[src/rtl/alu_result_buffer_pkg.sv]
`default_nettype none
// ============================================================================
//  Module      : alu_result_buffer_pkg
//  Description : Shared constants and entry type for the ALU result buffer
//                (datapath width, ALU latency, entry width).
//  Revision    : 1.0 - initial release
// ============================================================================
package alu_result_buffer_pkg;

    // Datapath width of pipeline_alu; the buffer must match it.
    localparam int RB_WORD    = 8;
    // pipeline_alu latency; results still in flight when credit drops.
    localparam int RB_ALU_LAT = 2;
    // Stored entry: {cf, zero, result}.
    localparam int RB_ENTRY_W = RB_WORD + 2;

    typedef struct packed {
        logic               cf;
        logic               zero;
        logic [RB_WORD-1:0] result;
    } rb_entry_t;

endpackage : alu_result_buffer_pkg
`default_nettype wire

[src/rtl/rb_fifo_mem.sv]
`default_nettype none
// ============================================================================
//  Module      : rb_fifo_mem
//  Description : DEPTH x ENTRY_W register array, one synchronous write port
//                and one asynchronous read port. Contents are not reset.
//  Revision    : 1.0 - initial release
// ============================================================================
module rb_fifo_mem
    import alu_result_buffer_pkg::*;
#(
    parameter int DEPTH   = 4,
    parameter int ENTRY_W = RB_ENTRY_W
) (
    input  logic                       i_clk,
    input  logic                       i_we,
    input  logic [$clog2(DEPTH)-1:0]   i_waddr,
    input  logic [ENTRY_W-1:0]         i_wdata,
    input  logic [$clog2(DEPTH)-1:0]   i_raddr,
    output logic [ENTRY_W-1:0]         o_rdata
);

    logic [ENTRY_W-1:0] mem_q [DEPTH];

    // Storage write; no reset because contents are don't-care after reset.
    always_ff @(posedge i_clk) begin
        if (i_we) begin
            mem_q[i_waddr] <= i_wdata;
        end
    end

    assign o_rdata = mem_q[i_raddr];

endmodule : rb_fifo_mem
`default_nettype wire

[src/rtl/alu_result_buffer.sv]
`default_nettype none
// ============================================================================
//  Module      : alu_result_buffer
//  Description : Captures every valid pipeline_alu output into a small FIFO,
//                presents it through valid/ready, issues an almost-full
//                credit back to the issuer and flags dropped results.
//                Optional macro ALU_RB_STATS_EN adds push / carry counters.
//  Revision    : 1.0 - initial release
// ============================================================================
module alu_result_buffer
    import alu_result_buffer_pkg::*;
#(
    parameter int WIDTH   = RB_WORD,
    parameter int DEPTH   = 4,
    parameter int ALU_LAT = RB_ALU_LAT
) (
    input  logic                       i_clk,
    input  logic                       i_rst_n,
    input  logic                       i_valid,
    input  logic [WIDTH-1:0]           i_result,
    input  logic                       i_zero,
    input  logic                       i_cf,
    output logic                       o_valid,
    input  logic                       i_ready,
    output logic [WIDTH-1:0]           o_result,
    output logic                       o_zero,
    output logic                       o_cf,
    output logic                       o_afull,
    output logic                       o_overflow,
    output logic [$clog2(DEPTH):0]     o_count
`ifdef ALU_RB_STATS_EN
    ,
    output logic [15:0]                o_push_cnt,
    output logic [15:0]                o_carry_cnt
`endif
);

    localparam int AW = $clog2(DEPTH);
    localparam int CW = AW + 1;
    localparam int EW = WIDTH + 2;
    localparam logic [CW-1:0] FULL_CNT  = CW'(DEPTH);
    // Credit threshold leaves ALU_LAT slots for results already in flight.
    localparam logic [CW-1:0] AFULL_CNT = CW'(DEPTH - ALU_LAT);

    logic [AW-1:0] wptr_q, wptr_d;
    logic [AW-1:0] rptr_q, rptr_d;
    logic [CW-1:0] count_q, count_d;
    logic          afull_q, afull_d;
    logic          ovf_q, ovf_d;
    logic          w_push, w_pop, w_drop, w_nonempty;
    logic [EW-1:0] w_wdata, w_rdata;

    // Handshake decode and next-state for pointers, occupancy and flags.
    always_comb begin
        w_nonempty = (count_q != '0);
        w_pop      = w_nonempty && i_ready;
        // A full buffer still accepts when the head leaves in the same cycle.
        w_push     = i_valid && ((count_q != FULL_CNT) || w_pop);
        w_drop     = i_valid && (count_q == FULL_CNT) && !w_pop;
        wptr_d     = w_push ? (wptr_q + AW'(1)) : wptr_q;
        rptr_d     = w_pop  ? (rptr_q + AW'(1)) : rptr_q;
        count_d    = count_q + CW'(w_push) - CW'(w_pop);
        afull_d    = (count_d >= AFULL_CNT);
        ovf_d      = ovf_q || w_drop;
        w_wdata    = {i_cf, i_zero, i_result};
    end

    // Control state; async reset so outputs clear without waiting for a clock.
    always_ff @(posedge i_clk or negedge i_rst_n) begin
        if (!i_rst_n) begin
            wptr_q  <= '0;
            rptr_q  <= '0;
            count_q <= '0;
            afull_q <= 1'b0;
            ovf_q   <= 1'b0;
        end else begin
            wptr_q  <= wptr_d;
            rptr_q  <= rptr_d;
            count_q <= count_d;
            afull_q <= afull_d;
            ovf_q   <= ovf_d;
        end
    end

    rb_fifo_mem #(
        .DEPTH   (DEPTH),
        .ENTRY_W (EW)
    ) u_mem (
        .i_clk   (i_clk),
        .i_we    (w_push),
        .i_waddr (wptr_q),
        .i_wdata (w_wdata),
        .i_raddr (rptr_q),
        .o_rdata (w_rdata)
    );

    // Head presentation; stale storage is masked to zero while empty.
    always_comb begin
        o_valid  = w_nonempty;
        o_result = w_nonempty ? w_rdata[WIDTH-1:0] : '0;
        o_zero   = w_nonempty && w_rdata[WIDTH];
        o_cf     = w_nonempty && w_rdata[WIDTH+1];
    end

    assign o_afull    = afull_q;
    assign o_overflow = ovf_q;
    assign o_count    = count_q;

`ifdef ALU_RB_STATS_EN
    logic [15:0] push_cnt_q, carry_cnt_q;

    // Accepted-push and accepted-carry counters; drops are not counted.
    always_ff @(posedge i_clk or negedge i_rst_n) begin
        if (!i_rst_n) begin
            push_cnt_q  <= '0;
            carry_cnt_q <= '0;
        end else if (w_push) begin
            push_cnt_q  <= push_cnt_q + 16'd1;
            if (i_cf) begin
                carry_cnt_q <= carry_cnt_q + 16'd1;
            end
        end
    end

    assign o_push_cnt  = push_cnt_q;
    assign o_carry_cnt = carry_cnt_q;
`endif

endmodule : alu_result_buffer
`default_nettype wire
[config.mk]
export PLATFORM = sky130hd
export DESIGN_NAME = alu_result_buffer
export DESIGN_NICKNAME = d
export VERILOG_FILES = /design/src/rtl/alu_result_buffer_pkg.sv /design/src/rtl/rb_fifo_mem.sv /design/src/rtl/alu_result_buffer.sv
export SDC_FILE = /design/constraint.sdc
export NUM_CORES = 1
export LEC_CHECK = 0
export ABC_AREA = 1
export CORE_ASPECT_RATIO = 2
export CORE_MARGIN = 1.5
export CORE_UTILIZATION = 54
export CTS_BUF_LIST = sky130_fd_sc_hd__clkbuf_16
export DETAILED_ROUTE_END_ITERATION = 6
export PLACE_DENSITY = 0.88
export SKIP_LAST_GASP = 1
export SYNTH_ARGS = -nofsm -noshare
export SYNTH_HDL_FRONTEND = slang
export SYNTH_SLANG_ARGS = --single-unit
[constraint.sdc]
create_clock -name i_clk -period 2.3 [get_ports i_clk]
set_input_delay 0.46 -clock i_clk [delete_from_list [all_inputs] [get_ports i_clk]]
set_output_delay 0.46 -clock i_clk [all_outputs]
set_load 0.02 [all_outputs]
==> flow_metrics.py <==
metrics = {
    "placed_design": {
        "gp_congestion": 0.7187,
        "detailed_place_hpwl_mm": 3.043,
        "pre_cts_ws_ns": -0.1096,
        "dp_cells": 304,
        "portBuffers": 29,
    },
    "setup_path": {
        "cp_data_arrival_time_ns": 2.28,
        "crit_path_end_kind": "flop",
        "worstPathRequired_ns": 2.46,
        "crit_type": "flop to flop",
        "cpLargestDelayFamily": "adder cells",
        "cp_slowest_cell": "fa_1",
        "cp_num_buf_inv": 2,
        "setup.worst_path.start_class": "flop",
        "path_cells": "nor2_2, nand2_1, nand2_1, inv_1, ha_1, inv_1, ha_1, fa_1, nand3b_1",
        "path_max_fanout": 4,
        "worst_path_largest_cell_delay_ns": 0.44,
    },
    "route": {
        "firstDrtPassIters": 4,
        "wl_per_cell_microns": 14.07,
        "drc": 0,
        "wirelength_mm": 4.391,
        "ant_nets": 0,
        "vias_per_cell": 5.010,
        "initialDrtViolationCount": 27,
        "vias": 1563,
    },
    "sta": {
        "max_slew.worst_pin.slew_ns": 0.4603,
        "finalMaxSlewViolations": 0,
        "fin_crit_sh_pct": 92.11,
        "max_freq_mhz": 472.0,
        "fin_skew_ns": 0.004683,
        "period_needed_ns": 2.119,
        "hold_violations": 0,
        "rsz0062_at_grt": "no",
        "setup_viol": 0,
        "final.setup.worst_slack_ns": 0.1814,
        "relSlewSlack_pct": 69.22,
    },
    "layout": {
        "instances_no_fill": 312,
        "multi_input_area_sq_um": 531.8,
        "area_growth_pct": 25.67,
        "fillerInstances": 298,
        "drive_gt1_share_pct": 8.429,
        "seq_area_sq_mm": 0.001426,
        "final_nets": 281,
        "antennaDiodeCount": 0,
    },
    "clock_tree": {
        "cts_setup_buffers": 0,
        "numCtsBuffers": 5,
        "cts_tree": "built",
        "clockBufferDepth": 2,
        "path_clk_slew_ns": 0.06,
        "cts_root_buf": "clkbuf_16",
        "clock-sinks": 49,
        "clock_latency_ns": 0.28,
        "cts_htree_levels": 2,
    },
    "yosys": {
        "synth_top_cell_by_area": "edfxtp_1",
        "ys_seq_elements": 49,
        "synth_cell_types": 16,
        "yosysTopAreaCellShare_pct": 55.01,
        "synth.cell_area_sq_mm": 0.002183,
        "ys_seq_area_share_pct": 65.33,
        "synth_area_leaders": "edfxtp_1 (55%), dfrtp_1 (10%), nand2_1 (9.8%)",
        "synth.avg_cell_area_sq_um": 10.16,
        "synth_warnings": 0,
        "synth_fp_nets": 236,
        "synthCells": 215,
    },
    "global_routing": {
        "grt_overflow_total": 0,
        "grt_pass1_wl_mm": 7.155,
        "grt_max_degree": 22,
        "antenna_found_initial": 0,
        "grt_usage_pct": 23.68,
        "grt_pass1_vias": 1607,
    },
    "hold_path": {
        "worstHoldPathType": "flop to flop",
    },
    "die": {
        "fp.dieH_microns": 92.93,
        "start_util_pct": 56.22,
        "core_area_sq_mm": 0.003884,
        "boundaryPins": 30,
        "dieArea_sq_mm": 0.004457,
        "rows": 32,
        "fp.dieW_microns": 47.96,
    },
    "outcome": {
        "status": "finished, final reports clean",
    },
    "pwr": {
        "ir_drop_mv": 0.8593,
        "p_per_area_mw_per_mm2": 1285,
        "p_leak_nw": 1.288,
    },
    "flow_run": {
        "drv_cap": 0,
    },
}
## sequential cells by signal, indices dropped and copies added, names as in the netlist
register / flops
u_mem.mem_q: 40
o_count: 3
rptr_q: 2
wptr_q: 2
o_afull: 1
o_overflow: 1
## logic make-up after synthesis
| group | Yosys count | synth area share [%] |
|---|---|---|
| AOI/OAI and AO/OA | 12 | 2.923 |
| xor gates and xnor gates | 1 | 0.4012 |
| adders and majority gates | 7 | 4.355 |
| buffers and inverters | 59 | 10.43 |
| DFF | 49 | 65.33 |
| and+or+nand+nor | 87 | 16.56 |
## synth_stat cells (all sizes together)
| cell | number |
|---|---|
| inv | 52 |
| edfxtp | 40 |
| nand3 | 22 |
| clkinv | 2 |
| xnor2 | 1 |
| a31o | 1 |
| fa | 1 |
| dfrtp | 9 |
| nand3b | 2 |
| o21ai | 1 |
| buf | 5 |
| ha | 6 |
| a21oi | 10 |
| nor2 | 6 |
| nand2 | 57 |
## layout make-up
| cell class | count | share of cell area (%) |
|---|---|---|
| multi-input cells | 107 | 19.38 |
| repair buffers | 43 | 13.95 |
| flip-flops and latches | 49 | 51.98 |
| clock buffers | 5 | 4.560 |
| well taps | 51 | 2.326 |
| inverters | 54 | 7.387 |
| clock inverters | 3 | 0.4104 |
## routing by layer
| layer | up-vias | wire length, microns | global-route usage [%] |
|---|---|---|---|
| li1 | 761 | - | - |
| met1 | 750 | 1581 | 26.04 |
| met2 | 37 | 2520 | 40.78 |
| met3 | 15 | 130 | 3.119 |
| met4 | 0 | 158 | 12.39 |
| met5 | - | 0 | 0 |
## final timing paths
path                             from    endpoint  slack [ns]  cells after the start
min                        o_overflow  o_overflow        0.48                      1
max in group asynchronous     i_rst_n   wptr_q[1]        1.49                      1
max                        o_count[1]     o_afull        0.18                      9
min in group asynchronous     i_rst_n  o_count[2]        0.49                      1
max reg2reg                o_count[1]     o_afull        0.18                      9
min reg2reg                o_overflow  o_overflow        0.48                      1
## report_power, final
part	total, mW	internal [mW]	leakage [nW]	switching (mW)
logic	1.59	0.612	0.739	0.974
registers	1.27	1.17	0.472	0.0962
clock network	0.668	0.391	0.0776	0.277
total	3.53	2.18	1.29	1.35
## per-stage QoR
| step | area, sq um | hold slack (ns) | TNS (ns) | utilization [%] | power (mW) |
|---|---|---|---|---|---|
| final | 2744 | 0.4784 | 0 | 70.65 | 3.525 |
| after global placement | 2618 | 0.4731 | -0.05454 | 67.40 | 2.909 |
| after floorplan | 2183 | 0.1644 | 0 | - | 2.238 |
| after CTS | 2744 | 0.4795 | 0 | 70.65 | 3.559 |
| after global routing | 2744 | 0.4951 | 0 | 70.65 | 3.755 |
| after detailed placement | 2618 | 0.4613 | -0.1811 | 67.40 | 2.984 |
## layout by cell type, fill, tap and decap left out, drive strengths merged
cell type | Yosys | final
xnor2 | 1 | 1
fa | 1 | 1
nand3b | 2 | 2
ha | 6 | 6
nand3 | 22 | 22
a31o | 1 | 1
buf | 5 | 14
o21ai | 1 | 1
clkdlybuf4s50 | 0 | 19
edfxtp | 40 | 40
nand2 | 57 | 57
a21oi | 10 | 10
clkbuf | 0 | 5
dfrtp | 9 | 9
inv | 52 | 55
clkinv | 2 | 2
nor2 | 6 | 6
dlygate4sd2 | 0 | 10
## repair_timing
item | 4_1_cts | 5_1_grt
gates resized for setup | 11 | 0
setup endpoints to repair | 10 | 0
hold buffers | 0 | 0
Power figures use the tool's default switching activity.
